**src/rtl/out_display_seq.sv**
```systemverilog
// ---------------------------------------------------------------------------
// out_display_seq
//
// Sequential OUT display stage. It takes the low VAL_BITS bits of the
// datapath value as a two's-complement number and converts its magnitude to
// BCD with a bit-serial double-dabble, one bit per clock. It then drives
// one sign display and DIGITS digit displays from registers.
//
// Operation
//   - A conversion starts when start_i is sampled high in IDLE with
//     flag_out_i high.
//   - The displays and done_o are updated VAL_BITS+1 clocks after the start
//     edge.
//   - Magnitudes above 10^DIGITS-1 show "E" on every digit and set
//     overflow_o.
//   - flag_out_i low at any edge blanks every display and aborts a
//     conversion that is in progress.
//
// Optional build macro
//   OUT_LZ_BLANK_EN : blank leading zero digits (the ones digit always shows).
//
// Parameters
//   BITS     : width of value_i
//   VAL_BITS : low bits of value_i used as the signed number (2..BITS)
//   DIGITS   : number of decimal digit displays, digit 0 = ones
//
// Ports
//   clock_i      : system clock, rising edge
//   reset_n_i    : asynchronous active-low reset
//   flag_out_i   : display enable (OUT instruction executed)
//   start_i      : single-cycle conversion request
//   value_i      : operand, only value_i[VAL_BITS-1:0] is used
//   busy_o       : conversion in progress (CONV or LATCH)
//   done_o       : one-cycle pulse, displays updated this cycle
//   overflow_o   : last converted magnitude exceeded 10^DIGITS-1
//   out_sign_o   : sign display segments, active-low, bit0=a .. bit6=g
//   out_digits_o : digit segments, digit i at [7i+6:7i]
// ---------------------------------------------------------------------------
module out_display_seq #(
  parameter int BITS     = 32,
  parameter int VAL_BITS = 10,
  parameter int DIGITS   = 3
) (
  input  logic                  clock_i,
  input  logic                  reset_n_i,
  input  logic                  flag_out_i,
  input  logic                  start_i,
  input  logic [BITS-1:0]       value_i,
  output logic                  busy_o,
  output logic                  done_o,
  output logic                  overflow_o,
  output logic [6:0]            out_sign_o,
  output logic [DIGITS*7-1:0]   out_digits_o
);

  // FSM encoding
  localparam logic [1:0] S_IDLE  = 2'd0;
  localparam logic [1:0] S_CONV  = 2'd1;
  localparam logic [1:0] S_LATCH = 2'd2;

  // Segment constants (active-low)
  localparam logic [6:0] SEG_BLANK = 7'h7F;
  localparam logic [6:0] SEG_MINUS = 7'b0111111;
  localparam logic [6:0] SEG_E     = 7'b0000110;

  localparam int          CW      = $clog2(VAL_BITS + 1);
  localparam int          BCD_W   = DIGITS * 4;
  localparam logic [63:0] MAX_VAL = 64'(10 ** DIGITS - 1);

  // BCD nibble to segment pattern; non-decimal nibbles show blank.
  function automatic logic [6:0] seg7(input logic [3:0] d);
    logic [6:0] s;
    case (d)
      4'd0:    s = 7'b1000000;
      4'd1:    s = 7'b1111001;
      4'd2:    s = 7'b0100100;
      4'd3:    s = 7'b0110000;
      4'd4:    s = 7'b0011001;
      4'd5:    s = 7'b0010010;
      4'd6:    s = 7'b0000010;
      4'd7:    s = 7'b1111000;
      4'd8:    s = 7'b0000000;
      4'd9:    s = 7'b0010000;
      default: s = SEG_BLANK;
    endcase
    return s;
  endfunction

  // -------------------------------------------------------------------------
  // State registers
  // -------------------------------------------------------------------------
  logic [1:0]          state_q,       state_d;
  logic                sign_q,        sign_d;
  logic                ovf_q,         ovf_d;
  logic [VAL_BITS-1:0] mag_q,         mag_d;
  logic [BCD_W-1:0]    bcd_q,         bcd_d;
  logic [CW-1:0]       cnt_q,         cnt_d;
  logic                done_q,        done_d;
  logic                overflow_q,    overflow_d;
  logic [6:0]          sign_disp_q,   sign_disp_d;
  logic [DIGITS*7-1:0] digits_disp_q, digits_disp_d;

  // -------------------------------------------------------------------------
  // Operand capture: absolute value in VAL_BITS unsigned bits, so the most
  // negative input (-2^(VAL_BITS-1)) yields the correct magnitude 2^(VAL_BITS-1).
  // -------------------------------------------------------------------------
  logic [VAL_BITS-1:0] val_w;
  logic [VAL_BITS-1:0] mag_w;
  logic                ovf_w;

  assign val_w = value_i[VAL_BITS-1:0];
  assign mag_w = val_w[VAL_BITS-1] ? (~val_w + VAL_BITS'(1)) : val_w;
  assign ovf_w = 64'(mag_w) > MAX_VAL;

  generate
    if (BITS > VAL_BITS) begin : g_unused_hi
      logic unused_hi;
      assign unused_hi = ^value_i[BITS-1:VAL_BITS];
    end
  endgenerate

  // -------------------------------------------------------------------------
  // Double-dabble adjust: every nibble >= 5 gets +3 before the shift so that
  // the following doubling carries correctly into the next decimal digit.
  // -------------------------------------------------------------------------
  logic [BCD_W-1:0] bcd_adj;

  genvar gi;
  generate
    for (gi = 0; gi < DIGITS; gi++) begin : g_adj
      assign bcd_adj[4*gi +: 4] = (bcd_q[4*gi +: 4] >= 4'd5)
                                  ? bcd_q[4*gi +: 4] + 4'd3
                                  : bcd_q[4*gi +: 4];
    end
  endgenerate

  // -------------------------------------------------------------------------
  // Display patterns presented at LATCH
  // -------------------------------------------------------------------------
  logic [DIGITS*7-1:0] lat_digits;
  logic [6:0]          lat_sign;

  always_comb begin
`ifdef OUT_LZ_BLANK_EN
    logic seen_nz;
    seen_nz = 1'b0;
`endif
    lat_digits = '0;
    // Scanned from the top digit down so the leading-zero state is known
    // by the time each lower digit is decided.
    for (int i = DIGITS - 1; i >= 0; i--) begin
      if (ovf_q) begin
        lat_digits[7*i +: 7] = SEG_E;
      end else begin
`ifdef OUT_LZ_BLANK_EN
        if (bcd_q[4*i +: 4] != 4'd0) begin
          seen_nz = 1'b1;
        end
        if (seen_nz || (i == 0)) begin
          lat_digits[7*i +: 7] = seg7(bcd_q[4*i +: 4]);
        end else begin
          lat_digits[7*i +: 7] = SEG_BLANK;
        end
`else
        lat_digits[7*i +: 7] = seg7(bcd_q[4*i +: 4]);
`endif
      end
    end
  end

  // A zero magnitude can never carry a sign; guard it explicitly anyway.
  assign lat_sign = (!ovf_q && sign_q && (bcd_q != '0)) ? SEG_MINUS : SEG_BLANK;

  // -------------------------------------------------------------------------
  // Next-state logic
  // -------------------------------------------------------------------------
  always_comb begin
    state_d       = state_q;
    sign_d        = sign_q;
    ovf_d         = ovf_q;
    mag_d         = mag_q;
    bcd_d         = bcd_q;
    cnt_d         = cnt_q;
    done_d        = 1'b0;
    overflow_d    = overflow_q;
    sign_disp_d   = sign_disp_q;
    digits_disp_d = digits_disp_q;

    if (!flag_out_i) begin
      // Display disabled: blank everything and abandon any conversion.
      // overflow_q intentionally keeps the last result.
      state_d       = S_IDLE;
      sign_disp_d   = SEG_BLANK;
      digits_disp_d = {DIGITS{SEG_BLANK}};
    end else begin
      case (state_q)
        S_IDLE: begin
          if (start_i) begin
            sign_d  = val_w[VAL_BITS-1];
            mag_d   = mag_w;
            ovf_d   = ovf_w;
            bcd_d   = '0;
            cnt_d   = CW'(VAL_BITS);
            state_d = S_CONV;
          end
        end

        S_CONV: begin
          // Bits leaving the top nibble are dropped; ovf_q already records
          // every case where that can happen.
          bcd_d = {bcd_adj[BCD_W-2:0], mag_q[VAL_BITS-1]};
          mag_d = {mag_q[VAL_BITS-2:0], 1'b0};
          cnt_d = cnt_q - CW'(1);
          if (cnt_q == CW'(1)) begin
            state_d = S_LATCH;
          end
        end

        S_LATCH: begin
          sign_disp_d   = lat_sign;
          digits_disp_d = lat_digits;
          overflow_d    = ovf_q;
          done_d        = 1'b1;
          state_d       = S_IDLE;
        end

        default: begin
          state_d = S_IDLE;
        end
      endcase
    end
  end

  // -------------------------------------------------------------------------
  // Registers
  // -------------------------------------------------------------------------
  always_ff @(posedge clock_i or negedge reset_n_i) begin
    if (!reset_n_i) begin
      state_q       <= S_IDLE;
      sign_q        <= 1'b0;
      ovf_q         <= 1'b0;
      mag_q         <= '0;
      bcd_q         <= '0;
      cnt_q         <= '0;
      done_q        <= 1'b0;
      overflow_q    <= 1'b0;
      sign_disp_q   <= SEG_BLANK;
      digits_disp_q <= {DIGITS{SEG_BLANK}};
    end else begin
      state_q       <= state_d;
      sign_q        <= sign_d;
      ovf_q         <= ovf_d;
      mag_q         <= mag_d;
      bcd_q         <= bcd_d;
      cnt_q         <= cnt_d;
      done_q        <= done_d;
      overflow_q    <= overflow_d;
      sign_disp_q   <= sign_disp_d;
      digits_disp_q <= digits_disp_d;
    end
  end

  // -------------------------------------------------------------------------
  // Outputs
  // -------------------------------------------------------------------------
  assign busy_o       = (state_q != S_IDLE);
  assign done_o       = done_q;
  assign overflow_o   = overflow_q;
  assign out_sign_o   = sign_disp_q;
  assign out_digits_o = digits_disp_q;

endmodule

```
**config.mk**
```make
export PLATFORM = sky130hd
export DESIGN_NAME = out_display_seq
export DESIGN_NICKNAME = d
export VERILOG_FILES = /design/src/rtl/out_display_seq.sv
export SDC_FILE = /design/constraint.sdc
export NUM_CORES = 1
export LEC_CHECK = 0
export CAP_MARGIN = 40
export CORE_MARGIN = 2
export CORE_UTILIZATION = 51
export CTS_CLUSTER_DIAMETER = 60
export DETAILED_ROUTE_END_ITERATION = 8
export MAX_ROUTING_LAYER = met4
export PLACE_DENSITY_LB_ADDON = 0.08
export REMOVE_ABC_BUFFERS = 1
export SETUP_SLACK_MARGIN = 0.1
export SLEW_MARGIN = 10
export SYNTH_ARGS = -nofsm -noshare
export SYNTH_HDL_FRONTEND = slang
export SYNTH_SLANG_ARGS = --single-unit
```
**constraint.sdc**
```tcl
create_clock -name clock_i -period 2.1 [get_ports clock_i]
set_clock_uncertainty 0.05 [all_clocks]
set_input_delay 0.21 -clock clock_i [delete_from_list [all_inputs] [get_ports clock_i]]
set_output_delay 0.21 -clock clock_i [all_outputs]
set_load 0.01 [all_outputs]
```
==> impl_metrics.ini, run 1 <==
[layout]
fin_area_um2 = 3762
final_cells = 459
n_fill_cell = 512
layout-drive-gt1-share = 0.1224
final_nets = 442
synthToLayoutAreaGrowth_pct = 18.43
n_antenna_cell = 0
post-route-util = 0.6317

[synth]
synth_flop_cell = dfrtp_1
ys_top_cells_by_area = dfrtp_1 (25%), dfstp_2 (18%), ha_1 (9.1%)
yosys_warnings = 0
ys_ff_latch = 54
ys_types = 47
synth_async_sr_flop_share = 1.000
syn_inst = 344
synth_edf_count = 0
synth.avg_cell_area_um2 = 9.235
netlist_area_um2 = 3177
yosysSeqAreaShare = 0.4340
synth.top_cell.area_share = 0.2521
synth_top_cell_by_area = dfrtp_1

[detailed_routing]
totalWireLength_mm = 6.707
wire_per_inst_um = 14.61
dr.pass1.iters = 4
first_iter_violations = 113
vias = 2504
ant_nets = 0
drc = 0
viasPerCell = 5.455

[worst_hold_path]
hold_path.class = flip-flop to flip-flop

[floorplan]
start_util = 0.5334
die_h_um = 82.93
die_x_um = 82.93
io_pins = 67
die-area_um2 = 6877
core.rowCount = 28
core_area_um2 = 5956

[power]
irDropWorstVdd_mv = 0.4460
p_per_area_nw_per_um2 = 720.0
power.leakage_nw = 1.638

[cts]
worstSkewPairLatency_ns = 0.31
cts_tree = done
ctsHtreeMaxLevel = 2
cts.repair.resized = 0
cts_root_buf = clkbuf_8
clk_pin_slew_worst_paths_ns = 0.10
cts_buffers = 5
cts_buffer_depth = 2
cts_sinks = 54

[global_routing]
grt_max_degree = 55
grt_pass1_vias = 2333
grtUsageTotal = 0.2054
overflow = 0
grt_pass1_wl_mm = 11.25
grt_antenna_before_repair = 0

[timing]
tns_ns = 0
max_freq_mhz = 549.8
finalCriticalPeriod_ns = 1.819
hold_viol = 0
rsz0062_at_grt = false
fin_crit_sh = 0.8661
slew_headroom = 0.4803
drv_slew = 0
setup_violations = 0
worst_pin_slew_ns = 0.7743

[placed_design]
dpl-instance-area_um2 = 3646
portBuffers = 38
post-place-cells = 450
globalplace.congestion = 0.8450
dpl.hpwl_mm = 4.753

[worst_setup_path]
critical_path_required_ns = 1.84
crit_chain = or2_2 -> clkdlybuf4s50_1
crit_fanout = 9
critPathCaptureType = primary output
arrival_ns = 1.56
crit_slowest_cell = clkdlybuf4s50_1
critPathMaxStageDelay_ns = 0.48
start_kind = flip-flop
criticalPathCategory = flip-flop to primary output
cp_num_buf_inv = 1
cp_top_family = buffers and inverters

[outcome]
status = finished clean

[job]
drv_cap = 0
path summary, 6_finish.rpt:
path                                       from         endpoint  slack [ns]  cells past startpoint
worst max register to register         bcd_q[1]         bcd_q[1]        0.29                      6
min in group asynchronous             reset_n_i         cnt_q[1]        0.48                      3
worst min-delay path            out_digits_o[3]  out_digits_o[3]        0.44                      2
worst min register to register  out_digits_o[3]  out_digits_o[3]        0.44                      2
worst max-delay path                 state_q[0]           busy_o        0.28                      2
max in group asynchronous             reset_n_i         bcd_q[6]        1.07                      3
timing repair:
item | in CTS | in global routing
hold endpoints to repair | 32 | 0
buffers inserted | 0 | 0
hold buffers | 1 | 0
where the power goes:
part	internal (mW)	total (mW)	switching [mW]	leakage [nW]
clock	0.357	0.685	0.328	0.0524
sequential	1.16	1.28	0.117	0.643
combinational	0.335	0.746	0.411	0.943
state kept, by name, indices dropped and copies added, names as in the netlist:
register / cells
out_digits_o: 21
bcd_q: 12
mag_q: 10
cnt_q: 4
state_q: 2
done_o: 1
out_sign_o: 1
overflow_o: 1
ovf_q: 1
sign_q: 1
metal layers:
layer  GRT usage  part of all wire
met1      0.2585              0.47
met2      0.3512              0.49
met3     0.02982             0.036
met4     0.04918            0.0079
met5           -                 0
cell families after synthesis:
group	count (synthesis)	synth area share
simple gates	126	0.1969
fa+ha+maj	23	0.09059
mux	3	0.009846
compound gates	81	0.1650
buf+inv	40	0.05829
other cells	1	0.001180
flops	54	0.4340
xor+xnor	16	0.04411
layout by cell type, fill, tap and decap left out, drive strengths merged, types with 3 or more instances in the layout:
| master | Yosys | final |
|---|---|---|
| a21oi | 18 | 18 |
| a22oi | 4 | 4 |
| and3 | 4 | 4 |
| buf | 16 | 14 |
| clkbuf | 9 | 7 |
| clkdlybuf4s50 | 0 | 37 |
| conb | 1 | 6 |
| dfrtp | 32 | 32 |
| dfstp | 22 | 22 |
| ha | 23 | 23 |
| inv | 15 | 15 |
| nand2 | 41 | 41 |
| nand2b | 10 | 10 |
| nand3 | 22 | 22 |
| nand3b | 3 | 3 |
| nor2 | 21 | 21 |
| nor2b | 5 | 5 |
| nor3b | 7 | 7 |
| o21ai | 24 | 24 |
| o221ai | 3 | 3 |
| o22ai | 14 | 14 |
| o311ai | 6 | 6 |
| xnor2 | 9 | 9 |
| xor2 | 7 | 7 |
per-stage QoR:
| stage | hold slack (ns) | setup WS (ns) | power, mW |
|---|---|---|---|
| 2_1_floorplan | -0.1356 | 0.4801 | 1.780 |
| 3_3_place_gp | 0.3168 | 0.2454 | 2.016 |
| 3_5_place_dp | 0.3167 | 0.2164 | 2.037 |
| 4_1_cts | 0.4405 | 0.2617 | 2.725 |
| 5_1_grt | 0.4585 | 0.1411 | 2.882 |
| 6_report | 0.4386 | 0.2811 | 2.709 |
synthesized netlist by cell type, types with 9 or more instances:
master and number:
xnor2_1 9, a21oi_1 18, dfstp_2 22, buf_2 10
o22ai_1 14, ha_1 23, dfrtp_1 32, clkbuf_1 9
nor2_1 21, nand3_1 22, o21ai_0 22, inv_1 15
nand2b_1 10, nand2_1 41
worst reg2reg max path, cell delays in order (launching register included):
cell,delay [ns]
dfrtp_1,0.51
inv_1,0.16
ha_1,0.21
nand2b_1,0.14
a21oi_1,0.35
xnor2_1,0.17
o22ai_1,0.08
final cells by class:
class | count | area (um2) | area share
Multi-Input combinational cell | 255 | 1632 | 0.4337
Sequential cell | 54 | 1379 | 0.3665
Timing Repair Buffer | 52 | 495.5 | 0.1317
Tap cell | 75 | 93.84 | 0.02494
Clock buffer | 7 | 76.32 | 0.02029
Inverter | 15 | 56.30 | 0.01497
Clock inverter | 1 | 30.03 | 0.007981
Power figures use the tool's default switching activity.
==> run 2, diff against run 1 <==
Settings changed: SETUP_SLACK_MARGIN 0.1 to 0.5.
==> impl_metrics.ini, run 2 (synthesis results as in run 1) <==
[cts]
cts_buffer_depth = 2
clk_pin_slew_worst_paths_ns = 0.09
ctsHtreeMaxLevel = 2
cts_tree = done
cts_sinks = 54
worstSkewPairLatency_ns = 0.31
cts_root_buf = clkbuf_8
cts_buffers = 5

[worst_setup_path]
r2r_slack_ns = 0.54
start_kind = flip-flop
criticalPathCategory = flip-flop to flip-flop
critPathCaptureType = flip-flop
critical_path_required_ns = 2.28
arrival_ns = 1.74
crit_fanout = 2

[timing]
tns_ns = 0
max_freq_mhz = 642.4
setup_violations = 0
rsz0062_at_grt = true
slew_headroom = 0.5649
finalCriticalPeriod_ns = 1.557
worst_pin_slew_ns = 0.6526
drv_slew = 0
fin_crit_sh = 0.7413
hold_viol = 0

[detailed_routing]
totalWireLength_mm = 6.936
vias = 2577
viasPerCell = 5.506
drc = 0
wire_per_inst_um = 14.82
first_iter_violations = 148
dr.pass1.iters = 4
ant_nets = 0

[floorplan]
io_pins = 67
die_h_um = 82.93
start_util = 0.5334
die-area_um2 = 6877
core_area_um2 = 5956
die_x_um = 82.93
core.rowCount = 28

[job]
drv_cap = 0

[power]
pwr-share-seq = 0.455
irDropWorstVdd_mv = 0.4689
p_int_mw = 1.898
switching_share = 0.3228
clockPowerShare = 0.244
switching_power_mw = 0.9050
power_frac_comb = 0.301
p_per_area_nw_per_um2 = 720.4
power.leakage_nw = 1.662
p_total_mw = 2.803

[layout]
n_fill_cell = 506
n_antenna_cell = 0
layout-drive-gt1-share = 0.2087
synthToLayoutAreaGrowth_pct = 22.49
largest_reg_flops = 21
final_cell_mix = nand2_1 (40), dfrtp_1 (28), dlygate4sd2_1 (23)
fin_area_um2 = 3891
final_nets = 451
final_common_cell = nand2_1

[placed_design]
portBuffers = 38
dpl.hpwl_mm = 4.753
globalplace.congestion = 0.8450
dpl-instance-area_um2 = 3646

[global_routing]
overflow = 0
grt_pass1_vias = 2355
grt_max_degree = 55
grt_pass1_wl_mm = 11.36
grtUsageTotal = 0.2067
grt_antenna_before_repair = 0

[outcome]
status = finished clean

[worst_hold_path]
hold_path.class = input pin to flip-flop
[run 2: cell count changes in the layout (fill, tap and decap cells not counted), moves of 3 or more]
cell and delta:
inv_2 +6, buf_4 +9, dlygate4sd2_1 +23, clkdlybuf4s50_1 -24
a21oi_1 -3, dfrtp_2 +4, dfrtp_1 -4, inv_1 -6
nor2_1 -3, nor2_2 +3
[run 2: routing by layer]
layer | GRT usage | up-vias | wire length, um
met3 | 0.02982 | 10 | 253
met1 | 0.2592 | 1211 | 3199
met2 | 0.3548 | 69 | 3373
met5 | - | - | 0
met4 | 0.04918 | 0 | 109
li1 | - | 1287 | -
[run 2: path summary, 6_finish.rpt]
check / cells after the start / start / end
max: 4 / bcd_q[2] / out_sign_o[6]
min: 3 / value_i[4] / mag_q[4]
max reg2reg: 4 / bcd_q[2] / out_sign_o[6]
min reg2reg: 2 / out_digits_o[18] / out_digits_o[18]
max in group asynchronous: 3 / reset_n_i / bcd_q[9]
min in group asynchronous: 3 / reset_n_i / cnt_q[1]
[run 2: critical path: stages, from the launching register on]
cell and delay (ns):
dfrtp_1 0.38, or4_1 0.56, nor3_2 0.12, nand4_1 0.15
a41oi_2 0.22
[run 2: cell type report]
class	instances	area [um2]	area share
Clock buffer	7	76.32	0.01961
Clock inverter	1	30.03	0.007717
Inverter	15	56.30	0.01447
Multi-Input combinational cell	255	1714	0.4405
Sequential cell	54	1384	0.3556
Tap cell	75	93.84	0.02412
Timing Repair Buffer	61	536.8	0.1379
[run 2: what timing repair did]
action	CTS	global route
setup buffers	5	4
gates resized for setup	35	20
endpoints found under the hold margin	32	0
setup endpoints to repair	41	35
hold buffers	1	0
pin swaps	1	2
[run 2: metrics by stage]
step | setup WS (ns) | util | std cells | hold slack [ns]
final | 0.5433 | 0.6534 | 468 | 0.3103
after global routing | 0.4620 | 0.6534 | 468 | 0.3548
after CTS | 0.4304 | 0.6370 | 464 | 0.4405
after detailed placement | 0.2164 | 0.6122 | 450 | 0.3167
after global placement | 0.2454 | 0.6122 | 450 | 0.3168
after floorplan | 0.4801 | - | 324 | -0.1356
[run 2: power groups by stage]
stage / Sequential, mW / Clock (mW) / Combinational [mW]
2_1_floorplan: 1.30 / 0 / 0.478
3_3_place_gp: 1.29 / 0 / 0.724
3_5_place_dp: 1.30 / 0 / 0.740
4_1_cts: 1.28 / 0.702 / 0.776
5_1_grt: 1.30 / 0.737 / 0.940
6_report: 1.28 / 0.683 / 0.843
==> run 3, diff against run 2 <==
Settings changed: CORE_UTILIZATION 51 to 46.
Clock period 2.1 ns to 1.3 ns, I/O delays scaled along.
==> impl_metrics.ini, run 3 (synthesis results as in run 1) <==
[worst_setup_path]
arrival_ns = 1.79
crit_chain = or4_4 -> nor3_2 -> nand4_1 -> a41oi_2
critPathMaxStageDelay_ns = 0.56
crit_slowest_cell = or4_4
regToRegEndpoint = out_sign_o[6]
r2r_slack_ns = -0.30
cp_num_buf_inv = 0
crit_fanout = 2
reg2regPathDepth = 4
critical_path_required_ns = 1.49
criticalPathCategory = flip-flop to flip-flop
start_kind = flip-flop
cp_top_family = simple AND/OR/NAND/NOR gates
r2r-start = bcd_q[3]
critPathCaptureType = flip-flop

[worst_hold_path]
hold_path.class = input pin to async pin

[floorplan]
die-area_um2 = 7586
die_h_um = 87.10
core.rowCount = 30
start_util = 0.4702
io_pins = 67
core_area_um2 = 6756
die_x_um = 87.10

[cts]
cts_sinks = 54
cts_buffers = 5
clk_pin_slew_worst_paths_ns = 0.10
cts_tree = done
cts_root_buf = clkbuf_8
worstSkewPairLatency_ns = 0.32
cts_buffer_depth = 2
ctsHtreeMaxLevel = 2

[placed_design]
dp_slack_ns = -0.4617
portBuffers = 38
post-place-cells = 513
globalplace.congestion = 0.8536
dpl.hpwl_mm = 5.221
dpl-instance-area_um2 = 4088

[timing]
tns_ns = -8.968
max_freq_mhz = 625.5
hold_viol = 0
rsz0062_at_grt = true
layout_setup_ws_ns = -0.2987
finalCriticalPeriod_ns = 1.599
setup_violations = 52
drv_slew = 0
whs_ns = 0.2669
fin_crit_sh = 1.230

[detailed_routing]
wire_per_inst_um = 20.26
vias = 3316
viasPerCell = 5.828
totalWireLength_mm = 11.53
ant_nets = 0
first_iter_violations = 206
dr.pass1.iters = 6
drc = 0

[layout]
final_nets = 547
final_cells = 569
fin_area_um2 = 5703
synthToLayoutAreaGrowth_pct = 79.52
largest_reg_flops = 21
final_common_cell = buf_4
post-route-util = 0.8441
n_antenna_cell = 0
final_cell_mix = buf_4 (71), buf_6 (63), dfrtp_1 (29)
layout-drive-gt1-share = 0.6380
n_fill_cell = 344

[global_routing]
grt_max_degree = 55
grt_pass1_wl_mm = 14.86
use_met2 = 0.4816
grt_pass1_vias = 3081
grt_antenna_before_repair = 0
grtUsageTotal = 0.2569
use_met3 = 0.03223
overflow = 0
busiest_layer = met2
gr-usage-met1 = 0.2877

[outcome]
status = complete, but fails checks
violations = negative setup slack

[power]
p_total_mw = 5.952
power.leakage_nw = 2.449
p_per_area_nw_per_um2 = 1044
irDropWorstVdd_mv = 0.6627

[job]
drv_cap = 0
==> run 3: changes by cell type in the layout (fill, tap and decap cells not counted), sizes merged <==
| cell | change |
|---|---|
| clkdlybuf4s50 | -6 |
| buf | +120 |
| clkinv | +1 |
| bufinv | -1 |
| dlygate4sd2 | -20 |
| dlymetal6s2s | +1 |
| clkbuf | +1 |
==> run 3: worst max-delay path by stage <==
stage | start | end | slack [ns] | cells past startpoint
finish | bcd_q[3] | out_sign_o[6] | -0.30 | 4
global placement | value_i[6] | mag_q[8] | -0.41 | 5
CTS | bcd_q[3] | out_sign_o[6] | -0.24 | 4
detailed placement | value_i[4] | mag_q[9] | -0.46 | 4
global route | bcd_q[3] | out_sign_o[6] | -0.31 | 4
floorplan | state_q[0] | overflow_o | -0.32 | 3
==> run 3: cell type report <==
| class | count | area (um2) | share of cell area |
|---|---|---|---|
| inverters | 15 | 63.81 | 0.01119 |
| repair buffers | 157 | 1516 | 0.2659 |
| flip-flops and latches | 54 | 1383 | 0.2424 |
| well taps | 80 | 100.1 | 0.01755 |
| multi-input cells | 255 | 2549 | 0.4469 |
| clock buffers | 7 | 86.33 | 0.01514 |
| clock inverters | 1 | 5.005 | 0.0008776 |
==> run 3: per-layer routing <==
metal / vias to the layer above / part of all wire
met5: - / 0
met4: 0 / 0.046
met3: 52 / 0.042
met2: 139 / 0.53
met1: 1645 / 0.38
li1: 1480 / -
==> run 3: timing repair <==
item	4_1_cts	5_1_grt
hold buffers	1	0
hold endpoints to repair	32	0
pin swaps	62	42
endpoints found under the setup margin	79	79
setup buffers	23	20
gates cloned	2	2
gates resized for setup	286	103
==> run 3: worst min-delay path, delay by kind of cell <==
family | cells | cell delay [ns]
buffers and inverters | 3 | 0.90
==> run 3: power by group <==
| group | switching (mW) | internal, mW |
|---|---|---|
| logic | 1.46 | 1.41 |
| clock network | 0.576 | 0.432 |
| registers | 0.199 | 1.88 |
